### src/rtl/oufbuf_pkg.sv
// Shared constants and FSM state encoding for the output frame buffer sequencer.
// The frame geometry defaults match the SRAM instantiated next to oufbuf_ctrl.
package oufbuf_pkg;

  localparam int P_WIDTH  = 480;
  localparam int P_HEIGHT = 272;
  localparam int P_DEPTH  = P_WIDTH * P_HEIGHT;
  localparam int P_AW     = 17;
  localparam int P_DW     = 16;

  typedef enum logic [1:0] {
    ST_IDLE  = 2'd0,
    ST_WRITE = 2'd1,
    ST_READY = 2'd2,
    ST_READ  = 2'd3
  } state_t;

endpackage

### src/rtl/oufbuf_rd_fifo.sv
// Two-entry pixel+last FIFO that absorbs the SRAM read latency during readout.
// The head entry stays stable while it is not popped.
module oufbuf_rd_fifo #(
  parameter int P_DW = 16
) (
  input  logic            iClk,
  input  logic            iRsn,
  input  logic            iPush,
  input  logic [P_DW-1:0] iPushData,
  input  logic            iPushLast,
  input  logic            iPop,
  output logic            oVld,
  output logic [P_DW-1:0] oData,
  output logic            oLast,
  output logic [1:0]      oCnt
);

  logic [P_DW-1:0] r_data [2];
  logic            r_last [2];
  logic            r_wr_ptr;
  logic            r_rd_ptr;
  logic [1:0]      r_cnt;
  logic            w_push;
  logic            w_pop;

  assign w_pop  = iPop & (r_cnt != 2'd0);
  assign w_push = iPush & ((r_cnt != 2'd2) | w_pop);

  // storage, pointers and occupancy
  always_ff @(posedge iClk or negedge iRsn) begin
    if (!iRsn) begin
      for (int i = 0; i < 2; i++) begin
        r_data[i] <= {P_DW{1'b0}};
        r_last[i] <= 1'b0;
      end
      r_wr_ptr <= 1'b0;
      r_rd_ptr <= 1'b0;
      r_cnt    <= 2'd0;
    end else begin
      if (w_push) begin
        r_data[r_wr_ptr] <= iPushData;
        r_last[r_wr_ptr] <= iPushLast;
        r_wr_ptr         <= ~r_wr_ptr;
      end
      if (w_pop) begin
        r_rd_ptr <= ~r_rd_ptr;
      end
      case ({w_push, w_pop})
        2'b10:   r_cnt <= r_cnt + 2'd1;
        2'b01:   r_cnt <= r_cnt - 2'd1;
        default: r_cnt <= r_cnt;
      endcase
    end
  end

  assign oVld  = (r_cnt != 2'd0);
  assign oData = r_data[r_rd_ptr];
  assign oLast = r_last[r_rd_ptr] & oVld;
  assign oCnt  = r_cnt;

endmodule

### src/rtl/oufbuf_ctrl.sv
// Single-buffer frame sequencer: writes one CNN output frame into the SRAM, then streams it out.
// Optional statistics (readout counter, sticky SOF error) enabled by OUFBUF_CTRL_STAT_EN.
module oufbuf_ctrl #(
  parameter int P_WIDTH  = oufbuf_pkg::P_WIDTH,
  parameter int P_HEIGHT = oufbuf_pkg::P_HEIGHT,
  parameter int P_AW     = oufbuf_pkg::P_AW,
  parameter int P_DW     = oufbuf_pkg::P_DW
) (
  input  logic            iClk,
  input  logic            iRsn,
  input  logic            iPixVld,
  input  logic            iPixSof,
  input  logic [P_DW-1:0] iPixData,
  output logic            oPixRdy,
  output logic            oWrEn,
  output logic [P_AW-1:0] oWrAddr,
  output logic [P_DW-1:0] oWrData,
  output logic [P_AW-1:0] oRdAddr,
  input  logic [P_DW-1:0] iRdData,
  output logic            oFrmRdy,
  input  logic            iRdStart,
  output logic            oOutVld,
  output logic [P_DW-1:0] oOutData,
  output logic            oOutLast,
  input  logic            iOutRdy,
  output logic            oBusy,
  output logic [15:0]     oFrmCnt,
  output logic            oSofErr
);

  import oufbuf_pkg::*;

  localparam int              LP_DEPTH     = P_WIDTH * P_HEIGHT;
  localparam logic [P_AW-1:0] LP_LAST_ADDR = P_AW'(LP_DEPTH - 1);
  localparam logic [P_AW:0]   LP_DEPTH_CNT = (P_AW + 1)'(LP_DEPTH);

  state_t          r_state;
  state_t          w_next_state;
  logic [P_AW-1:0] r_wr_cnt;
  logic [P_AW:0]   r_rd_cnt;
  logic [P_AW-1:0] r_rd_hold;
  logic            r_inflight;
  logic            r_inflight_last;

  logic            w_pix_rdy;
  logic            w_in_read;
  logic            w_acc;
  logic            w_wr_en;
  logic [P_AW-1:0] w_wr_addr;
  logic            w_wr_last;
  logic            w_fifo_vld;
  logic            w_fifo_last;
  logic [1:0]      w_fifo_cnt;
  logic            w_pop;
  logic            w_last_pop;
  logic            w_issue;
  logic [2:0]      w_occ;

  assign w_acc      = iPixVld & w_pix_rdy;
  assign w_wr_en    = w_acc & (iPixSof | (r_state == ST_WRITE));
  assign w_wr_addr  = iPixSof ? {P_AW{1'b0}} : r_wr_cnt;
  assign w_wr_last  = w_wr_en & (w_wr_addr == LP_LAST_ADDR);
  assign w_pop      = w_fifo_vld & iOutRdy;
  assign w_last_pop = w_pop & w_fifo_last;

  // A pop in the same cycle frees a slot, which keeps readout at one pixel per cycle.
  assign w_occ   = {1'b0, w_fifo_cnt} + {2'b00, r_inflight} - {2'b00, w_pop};
  assign w_issue = w_in_read & (r_rd_cnt < LP_DEPTH_CNT) & (w_occ < 3'd2);

  // state register
  always_ff @(posedge iClk or negedge iRsn) begin
    if (!iRsn) begin
      r_state <= ST_IDLE;
    end else begin
      r_state <= w_next_state;
    end
  end

  // next-state logic
  always_comb begin
    w_next_state = r_state;
    case (r_state)
      ST_IDLE:  w_next_state = w_wr_last ? ST_READY : (w_wr_en ? ST_WRITE : ST_IDLE);
      ST_WRITE: w_next_state = w_wr_last ? ST_READY : ST_WRITE;
      ST_READY: w_next_state = iRdStart ? ST_READ : ST_READY;
      ST_READ:  w_next_state = w_last_pop ? ST_IDLE : ST_READ;
      default:  w_next_state = ST_IDLE;
    endcase
  end

  // state-decoded outputs
  always_comb begin
    w_pix_rdy = 1'b0;
    oFrmRdy   = 1'b0;
    w_in_read = 1'b0;
    oBusy     = 1'b1;
    case (r_state)
      ST_IDLE:  begin w_pix_rdy = 1'b1; oBusy = 1'b0; end
      ST_WRITE: w_pix_rdy = 1'b1;
      ST_READY: oFrmRdy = 1'b1;
      ST_READ:  w_in_read = 1'b1;
      default:  begin w_pix_rdy = 1'b0; oBusy = 1'b0; end
    endcase
  end

  // write address counter and read issue bookkeeping
  always_ff @(posedge iClk or negedge iRsn) begin
    if (!iRsn) begin
      r_wr_cnt        <= {P_AW{1'b0}};
      r_rd_cnt        <= {(P_AW + 1){1'b0}};
      r_rd_hold       <= {P_AW{1'b0}};
      r_inflight      <= 1'b0;
      r_inflight_last <= 1'b0;
    end else begin
      if (w_wr_last) begin
        r_wr_cnt <= {P_AW{1'b0}};
      end else if (w_wr_en) begin
        r_wr_cnt <= w_wr_addr + {{(P_AW - 1){1'b0}}, 1'b1};
      end
      if ((r_state == ST_READY) && iRdStart) begin
        r_rd_cnt <= {(P_AW + 1){1'b0}};
      end else if (w_issue) begin
        r_rd_cnt  <= r_rd_cnt + {{P_AW{1'b0}}, 1'b1};
        r_rd_hold <= r_rd_cnt[P_AW-1:0];
      end
      r_inflight      <= w_issue;
      r_inflight_last <= w_issue & (r_rd_cnt == (LP_DEPTH_CNT - {{P_AW{1'b0}}, 1'b1}));
    end
  end

  oufbuf_rd_fifo #(.P_DW(P_DW)) u_rd_fifo (
    .iClk      (iClk),
    .iRsn      (iRsn),
    .iPush     (r_inflight),
    .iPushData (iRdData),
    .iPushLast (r_inflight_last),
    .iPop      (w_pop),
    .oVld      (w_fifo_vld),
    .oData     (oOutData),
    .oLast     (w_fifo_last),
    .oCnt      (w_fifo_cnt)
  );

  assign oPixRdy  = w_pix_rdy;
  assign oWrEn    = w_wr_en;
  assign oWrAddr  = w_wr_addr;
  assign oWrData  = iPixData;
  assign oRdAddr  = w_issue ? r_rd_cnt[P_AW-1:0] : r_rd_hold;
  assign oOutVld  = w_fifo_vld;
  assign oOutLast = w_fifo_last;

`ifdef OUFBUF_CTRL_STAT_EN
  logic [15:0] r_frm_cnt;
  logic        r_sof_err;

  // readout counter and sticky mid-frame SOF flag
  always_ff @(posedge iClk or negedge iRsn) begin
    if (!iRsn) begin
      r_frm_cnt <= 16'd0;
      r_sof_err <= 1'b0;
    end else begin
      if (w_last_pop) begin
        r_frm_cnt <= r_frm_cnt + 16'd1;
      end
      if (w_acc && iPixSof && (r_state == ST_WRITE)) begin
        r_sof_err <= 1'b1;
      end
    end
  end

  assign oFrmCnt = r_frm_cnt;
  assign oSofErr = r_sof_err;
`else
  assign oFrmCnt = 16'd0;
  assign oSofErr = 1'b0;
`endif

endmodule

### config.mk
export PLATFORM = sky130hd
export DESIGN_NAME = oufbuf_ctrl
export DESIGN_NICKNAME = d
export VERILOG_FILES = /design/src/rtl/oufbuf_pkg.sv /design/src/rtl/oufbuf_rd_fifo.sv /design/src/rtl/oufbuf_ctrl.sv
export SDC_FILE = /design/constraint.sdc
export NUM_CORES = 1
export LEC_CHECK = 0
export CAP_MARGIN = 20
export CORE_MARGIN = 2
export CORE_UTILIZATION = 45
export CTS_CLUSTER_SIZE = 40
export DETAILED_ROUTE_END_ITERATION = 10
export PLACE_DENSITY = 0.8
export SLEW_MARGIN = 20
export SYNTH_ARGS = -nofsm -noshare
export SYNTH_HDL_FRONTEND = slang
export SYNTH_SLANG_ARGS = --single-unit
### constraint.sdc
create_clock -name iClk -period 3.65 [get_ports iClk]
set_input_delay 0.9125 -clock iClk [delete_from_list [all_inputs] [get_ports iClk]]
set_output_delay 0.9125 -clock iClk [all_outputs]
set_load 0.05 [all_outputs]
### Yosys cells after proc, flatten, opt, wreduce, memory -nomap -nowiden

Cells that the tools add are included.

* register bits: 94
* input port bits: 38

* add/subtract/negate cells: 6
* magnitude comparators: 5
* equal/unequal tests: 8
* mux-type cells: 29
* bitwise gates (word level): 17
* reduce and logical (&&, ||, !) cells: 8

Operators with widths (count)
* $mux W17: 4
* $mux W16: 4
* $mux W18: 2
* $bwmux W32: 1
* $add A18 B1 Y18 const B: 1
* $eq A18 B17 Y1 const B: 1
* $lt A18 B17 Y1 const B: 1
* $add A17 B1 Y17 const B: 1
* $eq A17 B17 Y1 const B: 1
* $demux W16 S1: 1
* $and A1 B1 Y1: 11
* $mux W1: 10
* $pmux W2 S4: 1
* $reduce_bool A2 Y1: 4
* $eq A2 B2 Y1 const B: 3
* $mux W2: 3
* $eq A2 B1 Y1 const B: 2
* $ge A2 B2 Y1 const B: 2
* $not A1 Y2: 2
* $pmux W2 S2: 1
* $add A2 B1 Y3: 1
* $lt A3 B2 Y1 const B: 1
* $sub A3 B1 Y3: 1
* $add A2 B1 Y2 const B: 1
* 10 further kinds: 13

### Logic depth before layout (Yosys ltp)

Gate-level depths: netlist of run 1.

* depth in word-level cells: 8
* mapped depth: 10

### Hierarchy

A second synthesis of run 1 with hierarchy kept.

* cells, all modules: 485
* area, all modules: 5348.9 um^2

Modules (own cells, without submodules)
* oufbuf_ctrl: times used 1, cells an instance 376, area an instance 3617.2 um^2
* oufbuf_rd_fifo: times used 1, cells an instance 109, area an instance 1731.7 um^2

### Worst setup path before layout of run 1

Ideal clock, no wire load.

* kind: input-to-output
* start point: input iOutRdy
* end point: output oRdAddr[9]
* arrival time: 3092 ps
* required time: 2738 ps
* setup slack: -354 ps
* stages on the path: 9
* path buffers: 1
* cells stage by stage: o21a_1 -> ha_1 -> nand2b_1 -> fa_1 -> and4b_4 -> nand2_1 -> buf_2 -> nor2_1 -> o22a_1

* cells in the longest elaborated chain, start to end: 5

RTL lines
* start, declared: RTL line oufbuf_ctrl.sv:25 `input logic iOutRdy,`
* $and A1 B1 Y1: RTL line oufbuf_ctrl.sv:63 `assign w_pop = w_fifo_vld & iOutRdy;`
* $sub A3 B1 Y3: RTL line oufbuf_ctrl.sv:67 `assign w_occ = {1'b0, w_fifo_cnt} + {2'b00, r_inflight} - {2'b00, w_pop};`
* $lt A3 B2 Y1: RTL line oufbuf_ctrl.sv:68 `assign w_issue = w_in_read & (r_rd_cnt < LP_DEPTH_CNT) & (w_occ < 3'd2);`
* $and A1 B1 Y1: RTL line oufbuf_ctrl.sv:68
* $mux W17
* end, declared: RTL line oufbuf_ctrl.sv:18 `output logic [P_AW-1:0] oRdAddr,`

Every way passes these cells.

### Worst setup path after layout of run 1

* start point: input iOutRdy
* end point: output oRdAddr[12]

Same word-level chain as after synthesis.

==> run_results.csv, run 1 <==
group,metric,value,unit
run_status,outcome,"finished, violations left",
run_status,violated_checks,"setup timing",
logic_synthesis,postSynth.topFlopCell,"sky130_fd_sc_hd__dfrtp_1",
place,placement.cell_area,0.00625,mm²
setup_path,cp_data_arrival_time,3.07,ns
finish,fillers,902,
floorplanning,placement_rows,39,
clocking,tritoncts.num_buffers,9,
logic_synthesis,yosys-top-cells-count,"94 x sky130_fd_sc_hd__dfrtp_1, 83 x sky130_fd_sc_hd__mux2_2, 41 x sky130_fd_sc_hd__nand2_1, 33 x sky130_fd_sc_hd__buf_4, 16 x sky130_fd_sc_hd__nor2b_1",
clocking,cts.root.buffer_cell,"sky130_fd_sc_hd__clkbuf_16",
routing,finalWirelength,12100,µm
pwr,total_leakage_power,3.10,nW
routing,postRouteAntennaNets,0,
floorplanning,die_x,112,µm
global_route,grt_usage,0.198,
clocking,tritoncts_num_sinks,94,
timing,finalMaxSlewViolations,0,
logic_synthesis,number_of_synthesized_register_bits,94,
pwr,power.density_cell_area,386,mW/mm²
logic_synthesis,synth.cell_area,0.00524,mm²
floorplanning,die-area,0.0125,mm²
global_route,largest_net_degree_at_the_start_of_global_routing,63,
setup_path,startpoint_kind_of_the_worst_setup_timing_path,"input pin",
logic_synthesis,yosysTopAreaCellShare,0.449,
clocking,worst_skew_pair.late_latency,0.33,ns
finish,nNetsFinal,595,
timing,worst_slack,-0.335,ns
finish,area.growth.synth_to_final,29.9,%
place,io_buffers,77,
place,finalWeightedCongestion,0.849,
setup_path,worstPathMaxFanout,6,
logic_synthesis,synth_async_sr_flop_share,1.00,
timing,fin_crit,3.99,ns
timing,clock_skew,0.00948,ns
logic_synthesis,yosys.cell_types.count,65,
logic_synthesis,synthMostInstantiatedCell,"sky130_fd_sc_hd__dfrtp_1",
floorplanning,initial_utilization,0.461,
global_route,grt_first_pass_wirelength,20300,µm
finish,post_route_cells_drive_above_1_share,0.348,
timing,hold_ws,0.501,ns
routing,wl_per_cell,17.2,µm
timing,fmax,0.251,GHz
worst_hold_path,worst_hold_path_type,"register to register",
pwr,max-vdd-ir-drop,352,µV
setup_path,setup.reg_to_reg.worst_slack,0.57,ns
floorplanning,io_pins,127,
setup_path,cp-end-kind,"primary output",
logic_synthesis,seq_area_frac_synth,0.449,
timing,fin_tns_setup,-5.36,ns
routing,remaining_drc_errors,0,
clocking,cts_buffer_depth,2,
clocking,cts_hold_buffers,0,
timing,setup_repair_after_global_routing_missed_its_margin,"yes",
logic_synthesis,synth_enable_flop_cells,0,
place,place.detailed.hpwl,8200,µm
routing,first_pass_iters,4,
logic_synthesis,syn_inst,468,
setup_path,critPathKind,"input pin to primary output",
timing,slew_headroom,0.361,
logic_synthesis,syn_area_per_cell,11.2,µm²
floorplanning,core,0.0114,mm²
timing,tightest_slew,0.956,ns
finish,antenna_cells_inserted,0,
clocking,path_clk_slew,0.07,ns
clocking,cts-htree-levels,3,
routing,dr_total_vias,3959,
logic_synthesis,ys_warn_count,0,
job,cap_violations,0,
routing,drt_iter0_markers,158,
logic_synthesis,yosys_top_cell_by_area,"sky130_fd_sc_hd__dfrtp_1",
global_route,grt_antenna_before_repair,0,
timing,layout_worst_path_cycle_share,1.09,
global_route,first_global_vias,4181,
setup_path,timing.critical_path.required,2.74,ns
finish,finalInstanceArea,0.00680,mm²
global_route,grt_overflow_total,0,
logic_synthesis,synth.area.top_cells,"sky130_fd_sc_hd__dfrtp_1 45%, sky130_fd_sc_hd__mux2_2 18%, sky130_fd_sc_hd__buf_4 4.7%",
timing,final-hold-violation-count,0,
floorplanning,chipHeight,112,µm
clocking,tritoncts,"done",
routing,drt-vias-per-instance,5.66,
timing,report.final.setup_viol,17,
[layout make-up]
| type | count | area [µm²] | share of cell area |
|---|---|---|---|
| multi-input combinational | 328 | 2680 | 0.394 |
| sequential | 94 | 2350 | 0.346 |
| timing repair buffer | 110 | 1250 | 0.183 |
| clock buffer | 9 | 225 | 0.0331 |
| tap | 143 | 179 | 0.0263 |
| clock inverter | 7 | 87.6 | 0.0129 |
| inverter | 9 | 33.8 | 0.00497 |
[kinds of logic after synthesis]
group / share of synthesized area
other: 0.000716
AND/OR/NAND/NOR: 0.161
adder cells (fa/ha/maj): 0.0134
buffers and inverters: 0.0829
XOR/XNOR: 0.0136
flip-flops: 0.449
multiplexers: 0.188
AO/OA/AOI/OAI: 0.0908
[worst max-delay path, stage by stage]
cell and delay [ns]:
sky130_fd_sc_hd__buf_8 0.10, sky130_fd_sc_hd__o21a_4 0.12, sky130_fd_sc_hd__ha_4 0.20, sky130_fd_sc_hd__nand2b_4 0.13, sky130_fd_sc_hd__fa_1 0.49, sky130_fd_sc_hd__and4b_4 0.23
sky130_fd_sc_hd__and2_4 0.26, sky130_fd_sc_hd__nand2_8 0.11, sky130_fd_sc_hd__mux2_4 0.36, sky130_fd_sc_hd__buf_8 0.15
[metal layers]
metal / global-route usage / part of all wire / routed length, µm / vias up
met1: 0.242 / 0.39 / 4720 / 1998
met3: 0.0338 / 0.046 / 559 / 18
met4: 0.0691 / 0.018 / 214 / 0
li1: - / - / - / 1820
met5: 0 / 0 / 0 / -
met2: 0.354 / 0.54 / 6560 / 123
[placed cells by master (no fill, tap or decap), drive strengths merged, types with 3 or more instances in the layout]
| cell | netlist | final |
|---|---|---|
| clkdlybuf4s50 | 0 | 40 |
| o311ai | 4 | 4 |
| mux2i | 5 | 5 |
| o21a | 3 | 3 |
| o21ai | 14 | 14 |
| buf | 46 | 70 |
| and4 | 4 | 4 |
| nand4 | 9 | 9 |
| nor4 | 7 | 7 |
| or3 | 9 | 9 |
| and4b | 3 | 3 |
| nand3 | 15 | 15 |
| nand2 | 42 | 44 |
| clkinv | 1 | 3 |
| xnor2 | 5 | 5 |
| nor2 | 8 | 8 |
| and2 | 5 | 5 |
| inv | 8 | 12 |
| o211ai | 8 | 8 |
| ha | 4 | 4 |
| a21oi | 13 | 13 |
| and3 | 9 | 9 |
| o31ai | 8 | 8 |
| dfrtp | 94 | 94 |
| nor2b | 16 | 16 |
| conb | 1 | 17 |
| or4 | 7 | 7 |
| clkbuf | 9 | 9 |
| mux2 | 83 | 83 |
| nand2b | 5 | 5 |
[worst paths after layout]
check / from / end / cells past startpoint
max: iOutRdy / oRdAddr[12] / 10
min: r_inflight_last / u_rd_fifo.r_last[0] / 1
max reg2reg: u_rd_fifo.oCnt[0] / r_rd_cnt[15] / 12
min reg2reg: r_inflight_last / u_rd_fifo.r_last[0] / 1
max in group asynchronous: iRsn / r_state[1] / 2
min in group asynchronous: iRsn / u_rd_fifo.r_data[19] / 1
[metrics by stage]
step / util / power (mW) / setup slack, ns / instances
finish: 0.598 / 2.62 / -0.335 / 700
global route: 0.598 / 2.73 / -0.388 / 700
global placement: 0.550 / 1.63 / -0.949 / 671
detailed placement: 0.550 / 1.65 / -1.02 / 671
CTS: 0.598 / 2.65 / -0.346 / 699
floorplan: - / 1.52 / -0.165 / 484
[repair_timing]
action,in CTS,in global routing
setup buffers,11,4
resized for setup,35,3
pin swaps,5,4
endpoints found under the setup margin,17,17
cloned,2,0
[registers in the layout (all words and copies together) (netlist names)]
name	cells
u_rd_fifo.r_rd_ptr	1
r_inflight	1
r_inflight_last	1
r_rd_hold	17
u_rd_fifo.r_wr_ptr	1
r_wr_cnt	17
u_rd_fifo.r_last	2
u_rd_fifo.r_data	32
u_rd_fifo.oCnt	2
r_state	2
r_rd_cnt	18
[report_power, final]
part / leakage [nW] / switching (mW) / total, mW / internal (mW)
logic: 1.66 / 0.285 / 0.517 / 0.232
registers: 1.30 / 0.0504 / 1.12 / 1.07
clock network: 0.154 / 0.437 / 0.986 / 0.549
total: 3.10 / 0.773 / 2.62 / 1.85
Power figures use the tool's default switching activity.
==> inputs of run 2 (changes only) <==
SETUP_SLACK_MARGIN = 0.3   (was not set)
==> run 2 against run 1 <==
Effect of this change:
- the run still ends with setup timing left
- critical path depth stayed put
- non-clock buffer count did not move
- fmax hardly changed
- final area increased by 0.55%
- total power rose by 0.81%
- die area unchanged
- sequential cell count unchanged
- largest power group unchanged
==> run_results.csv, run 2 (synthesized netlist as in run 1, its figures left out) <==
group,metric,value,unit
routing,drt_iter0_markers,166,
timing,final-hold-violation-count,0,
run_status,outcome,"finished, violations left",
setup_path,timing.critical_path.required,2.74,ns
setup_path,worstPathMaxFanout,6,
floorplanning,die_x,112,µm
routing,drt-vias-per-instance,5.68,
setup_path,startpoint_kind_of_the_worst_setup_timing_path,"input pin",
floorplanning,initial_utilization,0.461,
finish,final_cell_mix,"94 x sky130_fd_sc_hd__dfrtp_1, 67 x sky130_fd_sc_hd__mux2_2, 40 x sky130_fd_sc_hd__nand2_1, 40 x sky130_fd_sc_hd__clkdlybuf4s50_1, 29 x sky130_fd_sc_hd__buf_4",
finish,nNetsFinal,595,
global_route,largest_net_degree_at_the_start_of_global_routing,63,
routing,postRouteAntennaNets,0,
job,cap_violations,0,
timing,clock_skew,0.00944,ns
finish,mostFrequentLayoutCell,"sky130_fd_sc_hd__dfrtp_1",
routing,dr_total_vias,3974,
clocking,worst_skew_pair.late_latency,0.34,ns
finish,area.growth.synth_to_final,30.6,%
clocking,cts-htree-levels,3,
floorplanning,core,0.0114,mm²
routing,finalWirelength,12100,µm
global_route,global_route.usage.met1,0.242,
finish,final_non_filler_cell_total,700,
finish,post_route_cells_drive_above_1_share,0.355,
place,dp_cells,671,
timing,slew_headroom,0.362,
clocking,path_clk_slew,0.07,ns
setup_path,timing.rr.end,"r_rd_cnt[10]",
setup_path,critPathKind,"input pin to primary output",
global_route,first_global_vias,4182,
place,place.detailed.hpwl,8200,µm
floorplanning,chipHeight,112,µm
floorplanning,die-area,0.0125,mm²
global_route,grt_antenna_before_repair,0,
run_status,violated_checks,"setup timing",
routing,remaining_drc_errors,0,
global_route,grt_first_pass_wirelength,20300,µm
finish,fillers,891,
clocking,cts_hold_buffers,0,
global_route,global_route.peak_usage_layer,"met2",
global_route,grt_usage,0.198,
finish,largest_reg_flops,32,
setup_path,cp-end-kind,"primary output",
timing,layout_worst_path_cycle_share,1.09,
timing,fin_tns_setup,-5.52,ns
timing,fmax,0.251,GHz
pwr,total_leakage_power,3.11,nW
worst_hold_path,hold_start,"r_inflight_last",
timing,tightest_slew,0.954,ns
setup_path,setup.reg_to_reg.worst_slack,0.52,ns
timing,fin_crit,3.99,ns
clocking,tritoncts_num_sinks,94,
worst_hold_path,worst_hold_path.endpoint,"u_rd_fifo.r_last[0]",
finish,regMostFlops,"u_rd_fifo.r_data",
global_route,grt_overflow_total,0,
timing,setup_repair_after_global_routing_missed_its_margin,"yes",
clocking,tritoncts.num_buffers,9,
routing,wl_per_cell,17.3,µm
floorplanning,io_pins,127,
worst_hold_path,worst_hold_path_type,"register to register",
finish,antenna_cells_inserted,0,
clocking,tritoncts,"done",
clocking,cts.root.buffer_cell,"sky130_fd_sc_hd__clkbuf_16",
routing,first_pass_iters,4,
timing,report.final.setup_viol,17,
pwr,power,2.64,mW
place,finalWeightedCongestion,0.849,
clocking,cts_buffer_depth,2,
finish,layout_top_registers,"u_rd_fifo.r_data: 32 flops, r_rd_cnt: 18 flops",
global_route,grt.met2_usage,0.354,
floorplanning,placement_rows,39,
worst_hold_path,min_path_cells,1,
global_route,globalRouteMet3Util,0.0338,
setup_path,cp_data_arrival_time,3.07,ns
setup_path,worst_r2r_startpoint,"u_rd_fifo.oCnt[0]",
timing,finalMaxSlewViolations,0,
setup_path,r2r_cells,14,
timing,worst_slack,-0.336,ns
pwr,power.density_cell_area,387,mW/mm²
place,io_buffers,77,
pwr,max-vdd-ir-drop,344,µV
run 2: critical path, cell delays in order:
cell and delay [ns]:
sky130_fd_sc_hd__buf_8 0.10, sky130_fd_sc_hd__o21a_4 0.12, sky130_fd_sc_hd__ha_4 0.20, sky130_fd_sc_hd__nand2b_4 0.13, sky130_fd_sc_hd__fa_1 0.49, sky130_fd_sc_hd__and4b_4 0.23, sky130_fd_sc_hd__and2_4 0.26, sky130_fd_sc_hd__nand2_8 0.11
sky130_fd_sc_hd__mux2_4 0.36, sky130_fd_sc_hd__buf_8 0.15
run 2: per-stage QoR:
stage	setup slack, ns	util	instance area, µm²	hold slack (ns)
global route	-0.393	0.602	6840	0.518
floorplan	-0.165	-	5400	0.461
global placement	-0.949	0.550	6250	0.479
detailed placement	-1.02	0.550	6250	0.489
CTS	-0.346	0.597	6790	0.505
finish	-0.336	0.602	6840	0.503
run 2: worst max path at each step:
| stage | from | endpoint | slack [ns] | cells after the start |
|---|---|---|---|---|
| finish | iOutRdy | oRdAddr[12] | -0.34 | 10 |
| CTS | iOutRdy | oRdAddr[12] | -0.35 | 10 |
| detailed placement | iOutRdy | oRdAddr[12] | -1.02 | 10 |
| global placement | iOutRdy | oRdAddr[3] | -0.95 | 10 |
| global route | iOutRdy | oRdAddr[1] | -0.39 | 10 |
| floorplan | iOutRdy | oRdAddr[0] | -0.16 | 9 |
run 2: per-layer routing:
layer / vias up / share of wire
met5: - / 0
met4: 0 / 0.019
met3: 20 / 0.045
met2: 126 / 0.54
met1: 2006 / 0.40
li1: 1822 / -
run 2: area by class of cell:
cell class,instances,area [µm²],share of cell area
tap,143,179,0.0262
multi-input combinational,328,2700,0.395
timing repair buffer,110,1260,0.184
sequential,94,2350,0.344
clock buffer,9,225,0.0329
clock inverter,7,87.6,0.0128
inverter,9,33.8,0.00494
run 2: report_power, final:
part,switching [mW],internal (mW)
Clock,0.444,0.549
Combinational,0.297,0.235
Sequential,0.0503,1.07
run 2: repair_timing:
item                                    4_1_cts  5_1_grt
resized for setup                            35        9
gates cloned                                  2        0
buffers inserted                              9        2
pin swaps                                     5        3
endpoints found under the setup margin       44       22
